--- src/rtl/rv_mem_pkg.sv ---
// Shared definitions for the data-memory load/store path.
package rv_mem_pkg;

  localparam int unsigned XLEN   = 32;
  localparam int unsigned SIZE_W = 2;

  typedef enum logic [SIZE_W-1:0] {
    SZ_B = 2'b00,
    SZ_H = 2'b01,
    SZ_W = 2'b10,
    SZ_X = 2'b11
  } size_e;

  typedef enum logic [2:0] {
    IDLE = 3'd0,
    RD   = 3'd1,
    WAIT = 3'd2,
    WR   = 3'd3,
    RESP = 3'd4
  } state_e;

  // Request fields kept for the lifetime of one transaction.
  typedef struct packed {
    logic            we;
    size_e           size;
    logic            is_unsigned;
    logic [1:0]      lane;
    logic [XLEN-1:0] wdata;
  } lsu_req_t;

  // Natural-alignment check; byte accesses are always aligned.
  function automatic logic is_misaligned(input size_e size, input logic [1:0] lo);
    logic mis;
    mis = 1'b0;
    case (size)
      SZ_H:    mis = lo[0];
      SZ_W:    mis = (lo != 2'b00);
      default: mis = 1'b0;
    endcase
    return mis;
  endfunction

  // Requests that complete with an error and never touch memory.
  function automatic logic is_bad_req(input size_e size, input logic [1:0] lo);
    return (size == SZ_X) || is_misaligned(size, lo);
  endfunction

endpackage

--- src/rtl/lsu_mem_port_if.sv ---
// CPU request/response and data-memory signals of the load/store port.
interface lsu_mem_port_if;
  import rv_mem_pkg::*;

  logic            req_valid;
  logic            req_ready;
  logic            req_we;
  logic [1:0]      req_size;
  logic            req_unsigned;
  logic [XLEN-1:0] req_addr;
  logic [XLEN-1:0] req_wdata;
  logic            resp_valid;
  logic [XLEN-1:0] resp_rdata;
  logic            resp_err;
  logic            mem_enable;
  logic            mem_read;
  logic [XLEN-1:0] mem_addr;
  logic [XLEN-1:0] mem_wdata;
  logic [XLEN-1:0] mem_rdata;

  // Load/store unit side.
  modport slave (
    input  req_valid, req_we, req_size, req_unsigned, req_addr, req_wdata, mem_rdata,
    output req_ready, resp_valid, resp_rdata, resp_err,
           mem_enable, mem_read, mem_addr, mem_wdata
  );

  // CPU plus memory environment side.
  modport master (
    output req_valid, req_we, req_size, req_unsigned, req_addr, req_wdata, mem_rdata,
    input  req_ready, resp_valid, resp_rdata, resp_err,
           mem_enable, mem_read, mem_addr, mem_wdata
  );

endinterface

--- src/rtl/lsu_lane_align.sv ---
// Byte/half lane extraction with extension, and store-lane merge into an old word.
module lsu_lane_align
  import rv_mem_pkg::*;
(
  input  size_e           size_i,
  input  logic [1:0]      lane_i,
  input  logic            uns_i,
  input  logic [XLEN-1:0] rdata_i,
  input  logic [XLEN-1:0] wdata_i,
  output logic [XLEN-1:0] load_data_c,
  output logic [XLEN-1:0] merge_data_c
);

  logic [7:0]  lane_b;
  logic [15:0] lane_h;

  // Little-endian lane select, then extend for loads or splice for stores.
  always_comb begin
    lane_b       = rdata_i[{lane_i, 3'b000} +: 8];
    lane_h       = rdata_i[{lane_i[1], 4'b0000} +: 16];
    load_data_c  = rdata_i;
    merge_data_c = rdata_i;
    case (size_i)
      SZ_B: begin
        load_data_c = uns_i ? XLEN'(lane_b) : {{(XLEN-8){lane_b[7]}}, lane_b};
        merge_data_c[{lane_i, 3'b000} +: 8] = wdata_i[7:0];
      end
      SZ_H: begin
        load_data_c = uns_i ? XLEN'(lane_h) : {{(XLEN-16){lane_h[15]}}, lane_h};
        merge_data_c[{lane_i[1], 4'b0000} +: 16] = wdata_i[15:0];
      end
      default: begin
        load_data_c  = rdata_i;
        merge_data_c = wdata_i;
      end
    endcase
  end

endmodule

--- src/rtl/lsu_mem_port.sv ---
// Load/store unit: byte-addressed CPU requests to a word-organised data memory.
module lsu_mem_port
  import rv_mem_pkg::*;
#(
  parameter int unsigned MEM_IDX_W = 16
) (
  input  logic          clk,
  input  logic          rst_n,
  lsu_mem_port_if.slave bus
);

  state_e          state_q, state_d;
  lsu_req_t        req_q, req_d;
  logic            req_ready_q, req_ready_d;
  logic            resp_valid_q, resp_valid_d;
  logic [XLEN-1:0] resp_rdata_q, resp_rdata_d;
  logic            resp_err_q, resp_err_d;
  logic            mem_enable_q, mem_enable_d;
  logic            mem_read_q, mem_read_d;
  logic [XLEN-1:0] mem_addr_q, mem_addr_d;
  logic [XLEN-1:0] mem_wdata_q, mem_wdata_d;

  logic            accept_c;
  logic            bad_c;
  size_e           size_c;
  logic [XLEN-1:0] mem_idx_c;
  logic [XLEN-1:0] load_data_c;
  logic [XLEN-1:0] merge_data_c;

  assign size_c    = size_e'(bus.req_size);
  assign accept_c  = bus.req_valid && req_ready_q;
  assign bad_c     = is_bad_req(size_c, bus.req_addr[1:0]);
  assign mem_idx_c = XLEN'(bus.req_addr[MEM_IDX_W+1:2]);

  // Read data is consumed only in WAIT, against the captured request.
  lsu_lane_align u_align (
    .size_i       (req_q.size),
    .lane_i       (req_q.lane),
    .uns_i        (req_q.is_unsigned),
    .rdata_i      (bus.mem_rdata),
    .wdata_i      (req_q.wdata),
    .load_data_c  (load_data_c),
    .merge_data_c (merge_data_c)
  );

  // Next state and next registered outputs.
  always_comb begin
    state_d      = state_q;
    req_d        = req_q;
    resp_rdata_d = resp_rdata_q;
    resp_err_d   = resp_err_q;
    mem_enable_d = 1'b0;
    mem_read_d   = 1'b0;
    mem_addr_d   = mem_addr_q;
    mem_wdata_d  = '0;
    case (state_q)
      IDLE: begin
        if (accept_c) begin
          req_d = '{we:          bus.req_we,
                    size:        size_c,
                    is_unsigned: bus.req_unsigned,
                    lane:        bus.req_addr[1:0],
                    wdata:       bus.req_wdata};
          resp_rdata_d = '0;
          resp_err_d   = bad_c;
          if (bad_c) begin
            state_d = RESP;
          end else if (!bus.req_we || (size_c != SZ_W)) begin
            state_d      = RD;
            mem_enable_d = 1'b1;
            mem_read_d   = 1'b1;
            mem_addr_d   = mem_idx_c;
          end else begin
            state_d      = WR;
            mem_enable_d = 1'b1;
            mem_addr_d   = mem_idx_c;
            mem_wdata_d  = bus.req_wdata;
          end
        end
      end
      RD: state_d = WAIT;
      WAIT: begin
        if (req_q.we) begin
          state_d      = WR;
          mem_enable_d = 1'b1;
          mem_wdata_d  = merge_data_c;
        end else begin
          state_d      = RESP;
          resp_rdata_d = load_data_c;
        end
      end
      WR:      state_d = RESP;
      RESP:    state_d = IDLE;
      default: state_d = IDLE;
    endcase
    resp_valid_d = (state_d == RESP);
    req_ready_d  = (state_d == IDLE);
  end

  // State and output registers; reset abandons any in-flight request.
  always_ff @(posedge clk or negedge rst_n) begin
    if (!rst_n) begin
      state_q      <= IDLE;
      req_q        <= '0;
      req_ready_q  <= 1'b1;
      resp_valid_q <= 1'b0;
      resp_rdata_q <= '0;
      resp_err_q   <= 1'b0;
      mem_enable_q <= 1'b0;
      mem_read_q   <= 1'b0;
      mem_addr_q   <= '0;
      mem_wdata_q  <= '0;
    end else begin
      state_q      <= state_d;
      req_q        <= req_d;
      req_ready_q  <= req_ready_d;
      resp_valid_q <= resp_valid_d;
      resp_rdata_q <= resp_rdata_d;
      resp_err_q   <= resp_err_d;
      mem_enable_q <= mem_enable_d;
      mem_read_q   <= mem_read_d;
      mem_addr_q   <= mem_addr_d;
      mem_wdata_q  <= mem_wdata_d;
    end
  end

  assign bus.req_ready  = req_ready_q;
  assign bus.resp_valid = resp_valid_q;
  assign bus.resp_rdata = resp_rdata_q;
  assign bus.resp_err   = resp_err_q;
  assign bus.mem_enable = mem_enable_q;
  assign bus.mem_read   = mem_read_q;
  assign bus.mem_addr   = mem_addr_q;
  assign bus.mem_wdata  = mem_wdata_q;

endmodule

--- src/flat_wrapper.sv ---
// flat-port wrapper written by rule: the top's interface ports become plain ports
module lsu_mem_port_flat import rv_mem_pkg::*;
#(
  parameter int unsigned MEM_IDX_W = 16
)
  (clk, rst_n, bus_req_valid, bus_req_we, bus_req_size, bus_req_unsigned, bus_req_addr, bus_req_wdata, bus_mem_rdata, bus_req_ready, bus_resp_valid, bus_resp_rdata, bus_resp_err, bus_mem_enable, bus_mem_read, bus_mem_addr, bus_mem_wdata);
  lsu_mem_port_if bus_i ();
  input  logic clk;
  input  logic rst_n;
  input wire logic [$bits(bus_i.req_valid)-1:0] bus_req_valid;
  input wire logic [$bits(bus_i.req_we)-1:0] bus_req_we;
  input wire logic [$bits(bus_i.req_size)-1:0] bus_req_size;
  input wire logic [$bits(bus_i.req_unsigned)-1:0] bus_req_unsigned;
  input wire logic [$bits(bus_i.req_addr)-1:0] bus_req_addr;
  input wire logic [$bits(bus_i.req_wdata)-1:0] bus_req_wdata;
  input wire logic [$bits(bus_i.mem_rdata)-1:0] bus_mem_rdata;
  output wire logic [$bits(bus_i.req_ready)-1:0] bus_req_ready;
  output wire logic [$bits(bus_i.resp_valid)-1:0] bus_resp_valid;
  output wire logic [$bits(bus_i.resp_rdata)-1:0] bus_resp_rdata;
  output wire logic [$bits(bus_i.resp_err)-1:0] bus_resp_err;
  output wire logic [$bits(bus_i.mem_enable)-1:0] bus_mem_enable;
  output wire logic [$bits(bus_i.mem_read)-1:0] bus_mem_read;
  output wire logic [$bits(bus_i.mem_addr)-1:0] bus_mem_addr;
  output wire logic [$bits(bus_i.mem_wdata)-1:0] bus_mem_wdata;
  assign bus_i.req_valid = bus_req_valid;
  assign bus_i.req_we = bus_req_we;
  assign bus_i.req_size = bus_req_size;
  assign bus_i.req_unsigned = bus_req_unsigned;
  assign bus_i.req_addr = bus_req_addr;
  assign bus_i.req_wdata = bus_req_wdata;
  assign bus_i.mem_rdata = bus_mem_rdata;
  assign bus_req_ready = bus_i.req_ready;
  assign bus_resp_valid = bus_i.resp_valid;
  assign bus_resp_rdata = bus_i.resp_rdata;
  assign bus_resp_err = bus_i.resp_err;
  assign bus_mem_enable = bus_i.mem_enable;
  assign bus_mem_read = bus_i.mem_read;
  assign bus_mem_addr = bus_i.mem_addr;
  assign bus_mem_wdata = bus_i.mem_wdata;
  lsu_mem_port #(.MEM_IDX_W(MEM_IDX_W)) u_core (.clk(clk), .rst_n(rst_n), .bus(bus_i));
endmodule
--- config.mk ---
export PLATFORM = sky130hd
export DESIGN_NAME = lsu_mem_port_flat
export DESIGN_NICKNAME = d
export VERILOG_FILES = /design/src/rtl/rv_mem_pkg.sv /design/src/rtl/lsu_mem_port_if.sv /design/src/rtl/lsu_lane_align.sv /design/src/rtl/lsu_mem_port.sv /design/src/flat_wrapper.sv
export SDC_FILE = /design/constraint.sdc
export NUM_CORES = 1
export LEC_CHECK = 0
export CAP_MARGIN = 20
export CORE_ASPECT_RATIO = 1.75
export CORE_UTILIZATION = 38
export DETAILED_ROUTE_END_ITERATION = 16
export PLACE_DENSITY_LB_ADDON = 0.08
export SLEW_MARGIN = 25
export SYNTH_ARGS = -nofsm -noshare
export SYNTH_HDL_FRONTEND = slang
export SYNTH_SLANG_ARGS = --single-unit
--- constraint.sdc ---
create_clock -name clk -period 2.6 [get_ports clk]
set_clock_uncertainty 0.1 [all_clocks]
set_input_delay 0.26 -clock clk [delete_from_list [all_inputs] [get_ports clk]]
set_output_delay 0.26 -clock clk [all_outputs]
set_load 0.005 [all_outputs]
# == Word level (Yosys, flattened, before mapping) ==
# Index checks and enable logic that the tools add are counted.
# W data, S select, Z words.
# word_totals
elab_cells,74
inputBits,103
out_inout_bits,101
regBits,126
# classes
eq_ne,11
bitwise_logic,1
mux,28
shifts,6
addsub,2
reduce_logical,12
# op_table
cell,n
$mux W32,8
$pmux W32 S2,4
$bwmux W32,2
$shift A16 B7 Y32 const A,1
$shift A8 B7 Y32 const A,1
$shiftx A16 B7 Y32,1
$shiftx A32 B6 Y16,1
$shiftx A32 B6 Y8,1
$shiftx A8 B7 Y32,1
$neg A5 Y7,2
$pmux W3 S4,1
$mux W3,3
$mux W1,7
$eq A3 B2 Y1 const B,2
$logic_not A3 Y1,2
$reduce_and A3 Y1,2
$eq A2 B1 Y1 const B,2
$eq A2 B2 Y1 const B,2
$ne A2 B2 Y1 const B,2
$pmux W1 S2,2
$reduce_bool A2 Y1,2
$eq A3 B1 Y1 const B,1
$eq A3 B3 Y1 const B,1
$logic_not A2 Y1,1
other kinds (7),8

# == Logic depth before layout (Yosys ltp) ==
# Gate-level depths: netlist (run 1).
# depth
ltp_word,7
ltp_mapped,8
depth_no_buf,6

# == Modules after synthesis ==
# Synthesis (run 1) repeated with hierarchy kept, for this count alone.
# unflattened
cells_unflattened,685
area_unflattened_um2,6656.4
# by_module_without_submodules
mod,cells_per_inst,area_each_um2,instances,seq_area_each_um2
lsu_mem_port,391,4842.1,1,3154.3
lsu_lane_align,294,1814.2,1,0.0

# == Worst setup path before layout (run 1) ==
# Ideal clock, no wire load.
# synth_timing
path_kind,flip-flop to flip-flop
from,register u_core.req_q[32] in the netlist's numbering
to,register u_core.mem_wdata_q[14] (netlist: u_core.bus.mem_wdata[14])
slack_ns,0.421
path_stages_with_launch,9
arrival_time_ns,2.015
setup_ns,0.064
path_buffers,2
cell_sequence,dfrtp_1 -> clkbuf_1 -> inv_1 -> ha_1 -> nor4b_2 -> buf_2 -> nand3_1 -> a31oi_1 -> a21o_1
# synth_between
elab_chain_cells,6
# synth_rtl
item,line,text
from (decl),lsu_mem_port.sv:13,"lsu_req_t req_q, req_d;"
from (signal assigned),lsu_mem_port.sv:115,req_q <= req_d;
$neg A5 Y7 *,lsu_lane_align.sv:26,"merge_data_c[{lane_i, 3'b000} +: 8] = wdata_i[7:0];"
$shiftx A8 B7 Y32 / $shift A8 B7 Y32 (equally long branches),lsu_lane_align.sv:26,
$bwmux W32 *,lsu_lane_align.sv:26,
$pmux W32 S2 *,lsu_lane_align.sv:23,case (size_i)
$mux W32 *,lsu_mem_port.sv:83,if (req_q.we) begin
$pmux W32 S2 *,lsu_mem_port.sv:56,case (state_q)
via u_core.mem_wdata_d[14],lsu_mem_port.sv:21,"logic [XLEN-1:0] mem_wdata_q, mem_wdata_d;"
to (signal assigned),lsu_mem_port.sv:123,mem_wdata_q <= mem_wdata_d;
to (decl),lsu_mem_port.sv:21,
# Mark *: on every way through the listed nets, which the timed path passes. The rest lies on a longest branch.
# A chain may end at the register's enable or synchronous reset.

# == Worst setup path after layout (run 1) ==
# layout_timing
from,register u_core.req_q[36] in the netlist's numbering
to,register u_core.mem_wdata_q[28] (netlist: u_core.bus.mem_wdata[28])
# layout_between
elab_chain_cells,4
# layout_rtl
item,line
$eq A2 B1 Y1 / $logic_not A2 Y1 (equally long branches),lsu_lane_align.sv:23
$pmux W32 S2 *,lsu_lane_align.sv:23
$mux W32 *,lsu_mem_port.sv:83
$pmux W32 S2 *,lsu_mem_port.sv:56
via u_core.mem_wdata_d[28],lsu_mem_port.sv:21
# Marked as above.

==> impl_metrics.ini, run 1 <==
[route]
met2WireLength_um = 11620
drt-total-wl_um = 22460
first_iter_violations = 326
drt-pass1-iter-count = 5
top_layer = met4
dr_wl_met3_um = 1486
ant_nets = 0
via_per_inst = 5.683
vias = 5961
drcViolationCount = 0
wl_per_cell_um = 21.41
drt-met1-wl_um = 7945

[cts]
postCtsSetupBuffers = 0
clock_tree.buffer_depth = 2
cts_sinks = 126
clk_latency_ns = 0.42
cts_tree = done
cts_made_buffers = 17
clkTransAtPathRegs_ns = 0.06
cts-root-buf = clkbuf_16
cts_max_level = 4

[grt]
grtUsageTotal = 0.2537
grt_pass1_wl_um = 34290
antenna_found_initial = 0
first_global_vias = 6104
grt_max_degree = 62
grt_overflow_total = 0

[die]
ioPinCount = 204
die-height_um = 178.8
coreArea_um2 = 17460
dieWidth_um = 103.1
start_util = 0.3890
die_area_um2 = 18430
rows = 64

[critical_path]
crit_required_ns = 2.87
crit_buf_inv = 0
reg2reg_to = u_core.bus.mem_wdata[28]
worst-path-max-fanout = 20
crit_type = flop to flop
path_cells = nor3_1 > nand3_1 > a31oi_1 > a21o_1
startpoint_type = flop
end_kind = flop
cp.arrival_ns = 2.50
path_delay_family = simple AND/OR/NAND/NOR gates
r2r_setup_slack_ns = 0.37
r2r_start = u_core.req_q[36]
critPathSlowestCell = nor3_1
crit_cells = 4
reg2reg_depth = 4
critical-path-max-stage-delay_ns = 0.78

[power]
ir_drop_mv = 0.5836
cellLeakagePower_nw = 4.067
power.density_nw_per_um2 = 1156
total_power_mw = 10.92

[synth]
syn_area_per_cell_um2 = 10.73
yosysSeqAreaShare = 0.4645
ys_warn_count = 0
synthArstFlopShare = 1.000
yosys.area.top_type_share = 0.4607
yosysMostFrequentCell = dfrtp_1
synthDistinctLibCells = 52
synth-seq-cells = 126
synth_area_um2 = 6790
synthTopCellsByArea = dfrtp_1, mux2_2, a21o_1
synth_area_leader_cell = dfrtp_1
synth_cells = 633
synth_ff_type = dfrtp_1
yosys-top-cells-count = dfrtp_1, mux2_2, nand2_1, a21o_1, o21ai_0
synth_edf_count = 0

[layout]
final_util = 0.5411
register_area_um2 = 3156
multi_input_area_um2 = 3284
diodes = 0
area_delta_synth_final_pct = 39.12
final_net_count = 916
fillers = 1622
drive_gt1_frac = 0.1895

[place]
port_buffers = 173
globalplace.congestion = 0.8871
dp_hpwl_um = 16540

[run]
drv_cap = 0

[timing]
finalCritPeriodShare = 0.8573
rsz0062_at_grt = false
max-slew-margin-rel = 0.4430
tightestPinTransition_ns = 0.8355
layout_min_cycle_time_ns = 2.229
slew_viol_final = 0
hold_viol_final = 0
setup_viol = 0
final.setup.tns_ns = 0
fmax_mhz = 448.6

[min_path]
worstHoldPathType = input port to async pin

[run_status]
status = finished, final reports clean
## worst register-to-register path: cells and delay by family, from the launching register on
kind            cells  cell delay, ns
flops               1            0.68
simple gates        2            0.97
compound gates      2            0.43
## cells by family (layout without fill, tap and decap cells)
family | Yosys count | count (layout) | share of synthesized area
mux | 83 | 83 | 0.1485
buf+inv | 85 | 255 | 0.06136
fa+ha+maj | 8 | 8 | 0.01474
flops | 126 | 126 | 0.4645
compound gates | 206 | 206 | 0.2134
simple gates | 124 | 124 | 0.09692
other cells | 1 | 16 | 0.0005523
## timing repair
action,4_1_cts,5_1_grt
hold buffers,1,0
hold endpoints to repair,45,0
resized for setup,0,0
setup endpoints to repair,0,0
## stage by stage
step	hold slack, ns	setup WS (ns)	instance area (um2)	std cells
detailed placement	0.2344	0.1185	8821	1016
CTS	0.3310	0.4182	9447	1049
global route	0.3471	0.2533	9447	1049
global placement	0.2275	0.1667	8821	1016
finish	0.3090	0.3710	9447	1049
floorplan	-0.1356	0.4211	6847	648
## registers in the layout, indices dropped and copies added, names as in the netlist, 3 cells and up
| signal | flops |
|---|---|
| u_core.state_q | 3 |
| u_core.req_q | 38 |
| u_core.bus.mem_addr | 16 |
| u_core.bus.mem_wdata | 32 |
| u_core.bus.resp_rdata | 32 |
## how the worst max path moves through the flow
stage,endpoint,from,slack (ns)
finish,u_core.bus.mem_wdata[28],u_core.req_q[36],0.37
global placement,u_core.bus.mem_addr[4],bus_req_size[0],0.17
CTS,u_core.bus.mem_wdata[27],u_core.req_q[36],0.42
floorplan,u_core.bus.mem_wdata[14],u_core.req_q[32],0.42
global route,u_core.bus.mem_wdata[28],u_core.req_q[36],0.25
detailed placement,u_core.bus.mem_addr[12],bus_req_size[0],0.12
## final cells by class
type | count | share of cell area
multi-input combinational | 437 | 0.3477
sequential | 126 | 0.3340
timing repair buffer | 205 | 0.2154
clock buffer | 19 | 0.04795
tap | 231 | 0.03060
clock inverter | 13 | 0.01722
inverter | 18 | 0.007152
## power by group
part	switching (mW)	total, mW	internal [mW]
Combinational	2.29	4.93	2.63
Clock	0.916	2.48	1.56
Sequential	0.785	3.52	2.73
## layout by cell type (no fill, tap or decap), types with 4 or more instances in the layout
| cell | n |
|---|---|
| mux4_2 | 7 |
| a21oi_1 | 27 |
| a22oi_1 | 7 |
| o21a_1 | 8 |
| nor2_1 | 20 |
| a221o_1 | 16 |
| clkdlybuf4s50_1 | 172 |
| o21ai_0 | 30 |
| ha_1 | 8 |
| nand3_1 | 24 |
| a31oi_1 | 24 |
| buf_4 | 27 |
| o22ai_1 | 14 |
| a22o_1 | 8 |
| o221ai_1 | 4 |
| nor2b_1 | 8 |
| mux2i_1 | 4 |
| mux2_2 | 72 |
| conb_1 | 16 |
| nand2_1 | 39 |
| buf_12 | 5 |
| a32oi_1 | 23 |
| dfrtp_1 | 124 |
| a21o_1 | 30 |
| nand2b_1 | 10 |
| clkbuf_16 | 17 |
| inv_1 | 18 |
| a221oi_1 | 9 |
## routing by layer
layer | GRT usage | up-vias
met1 | 0.2765 | 2926
li1 | - | 2691
met4 | 0.1690 | 0
met3 | 0.05653 | 72
met2 | 0.4328 | 272
met5 | 0 | -
Note: power is estimated with default switching activity, not from simulation.
==> run 2: changes to the inputs <==
--- a/config.mk
+++ b/config.mk
@@ -6,9 +6,10 @@
 export NUM_CORES = 1
 export LEC_CHECK = 0
 export CAP_MARGIN = 20
-export CORE_ASPECT_RATIO = 1.75
+export CORE_ASPECT_RATIO = 0.9
 export CORE_UTILIZATION = 38
 export DETAILED_ROUTE_END_ITERATION = 16
+export MAX_ROUTING_LAYER = met4
 export PLACE_DENSITY_LB_ADDON = 0.08
 export SLEW_MARGIN = 25
 export SYNTH_ARGS = -nofsm -noshare
==> impl_metrics.ini, run 2 (synthesized netlist as in run 1, its figures left out) <==
[grt]
grtUsageTotal = 0.2508
grt_overflow_total = 0
antenna_found_initial = 0
first_global_vias = 5903
grt_max_degree = 50
grt_pass1_wl_um = 33650

[timing]
hold_viol_final = 0
final.setup.tns_ns = 0
setup_slack_ns = 0.3334
setup_viol = 0
max-slew-margin-rel = 0.4509
layout_min_cycle_time_ns = 2.267
slew_viol_final = 0
fmax_mhz = 441.2
finalCritPeriodShare = 0.8718
tightestPinTransition_ns = 0.8173
rsz0062_at_grt = false

[die]
start_util = 0.3954
die_area_um2 = 18410
ioPinCount = 204
dieWidth_um = 142.9
die-height_um = 128.8
coreArea_um2 = 17170
rows = 45

[critical_path]
path_delay_family = simple AND/OR/NAND/NOR gates
path_cells = buf_4 > ha_1 > nor3_1 > a22oi_1 > a31oi_1 > a21o_1
worst-path-max-fanout = 18
crit_type = flop to flop
end_kind = flop
cp.arrival_ns = 2.52
critical-path-max-stage-delay_ns = 0.63
crit_required_ns = 2.86
crit_buf_inv = 1
critPathSlowestCell = nor3_1
startpoint_type = flop

[route]
drt-total-wl_um = 21560
drcViolationCount = 0
wl_per_cell_um = 20.58
first_iter_violations = 339
via_per_inst = 5.651
drt-pass1-iter-count = 5
vias = 5922
ant_nets = 0

[power]
cellLeakagePower_nw = 4.007
power.density_nw_per_um2 = 1135
ir_drop_mv = 0.5627

[place]
port_buffers = 173
pre_cts_ws_ns = 0.06676
dp_hpwl_um = 15330
globalplace.congestion = 0.8651

[min_path]
worstHoldPathType = input port to async pin

[layout]
largest_register_ffs = 38
top_register = u_core.req_q
most-common-layout-cells = clkdlybuf4s50_1, dfrtp_1, mux2_2, nand2_1
area_delta_synth_final_pct = 37.85
drive_gt1_frac = 0.1847
layout_commonest_cell = clkdlybuf4s50_1
final_net_count = 911

[cts]
cts-root-buf = clkbuf_16
post_cts_resized = 0
clk_latency_ns = 0.42
cts_made_buffers = 17
cts_max_level = 4
cts_sinks = 126
cts_tree = done
clock_tree.buffer_depth = 2
clkTransAtPathRegs_ns = 0.06

[run_status]
status = finished, final reports clean

[run]
drv_cap = 0
[run 2: changes by cell type in the layout (fill, tap and decap cells not counted)]
cell / change
buf_4: -5
bufinv_16: -2
clkbuf_8: -1
clkinvlp_4: +2
diode_2: +1
nor2_1: -1
nor2_2: +1
[run 2: worst paths after layout]
check	endpoint	start	cells past startpoint	slack [ns]
max	u_core.bus.mem_wdata[11]	u_core.req_q[32]	6	0.33
min	u_core.bus.resp_rdata[28]	rst_n	2	0.31
max reg2reg	u_core.bus.mem_wdata[11]	u_core.req_q[32]	6	0.33
min reg2reg	u_core.bus.resp_rdata[0]	u_core.bus.resp_rdata[0]	2	0.39
max in group asynchronous	u_core.bus.req_ready	rst_n	3	1.44
min in group clk	u_core.bus.mem_addr[13]	bus_req_addr[15]	2	0.35
[run 2: area by class of cell]
| class | count | area, um2 |
|---|---|---|
| antenna | 1 | 2.502 |
| clock buffer | 18 | 439.2 |
| clock inverter | 13 | 117.6 |
| fill | 1476 | 7812 |
| inverter | 18 | 67.56 |
| multi-input combinational | 437 | 3287 |
| sequential | 126 | 3156 |
| tap | 235 | 294.0 |
| timing repair buffer | 200 | 1997 |
[run 2: worst register-to-register path, cell delays in order (launching register included)]
cell	delay (ns)
dfrtp_1	0.38
buf_4	0.22
ha_1	0.25
nor3_1	0.63
a22oi_1	0.15
a31oi_1	0.34
a21o_1	0.13
[run 2: stage by stage]
step | hold WS [ns] | power [mW] | instances | util | instance area (um2)
after detailed placement | 0.2057 | 8.368 | 1015 | 0.5119 | 8791
after CTS | 0.3132 | 10.67 | 1047 | 0.5449 | 9358
after global placement | 0.1989 | 8.231 | 1015 | 0.5118 | 8788
final | 0.3060 | 10.63 | 1048 | 0.5451 | 9360
after floorplan | -0.1356 | 6.298 | 648 | - | 6847
after global routing | 0.3512 | 11.29 | 1047 | 0.5449 | 9358
[run 2: what timing repair did]
| item | 4_1_cts | 5_1_grt |
|---|---|---|
| hold endpoints to repair | 41 | 0 |
| setup buffers | 0 | 0 |
| hold buffers | 1 | 0 |
[run 2: report_power, final]
group / internal, mW / leakage, nW / switching (mW)
registers: 2.73 / 1.62 / 0.670
clock network: 1.33 / 0.261 / 0.898
logic: 2.58 / 2.13 / 2.41
[run 2: per-layer routing]
metal | part of all wire | global-route usage
met3 | 0.064 | 0.04987
met5 | 0 | -
met2 | 0.47 | 0.3813
met1 | 0.44 | 0.3260
met4 | 0.027 | 0.1050
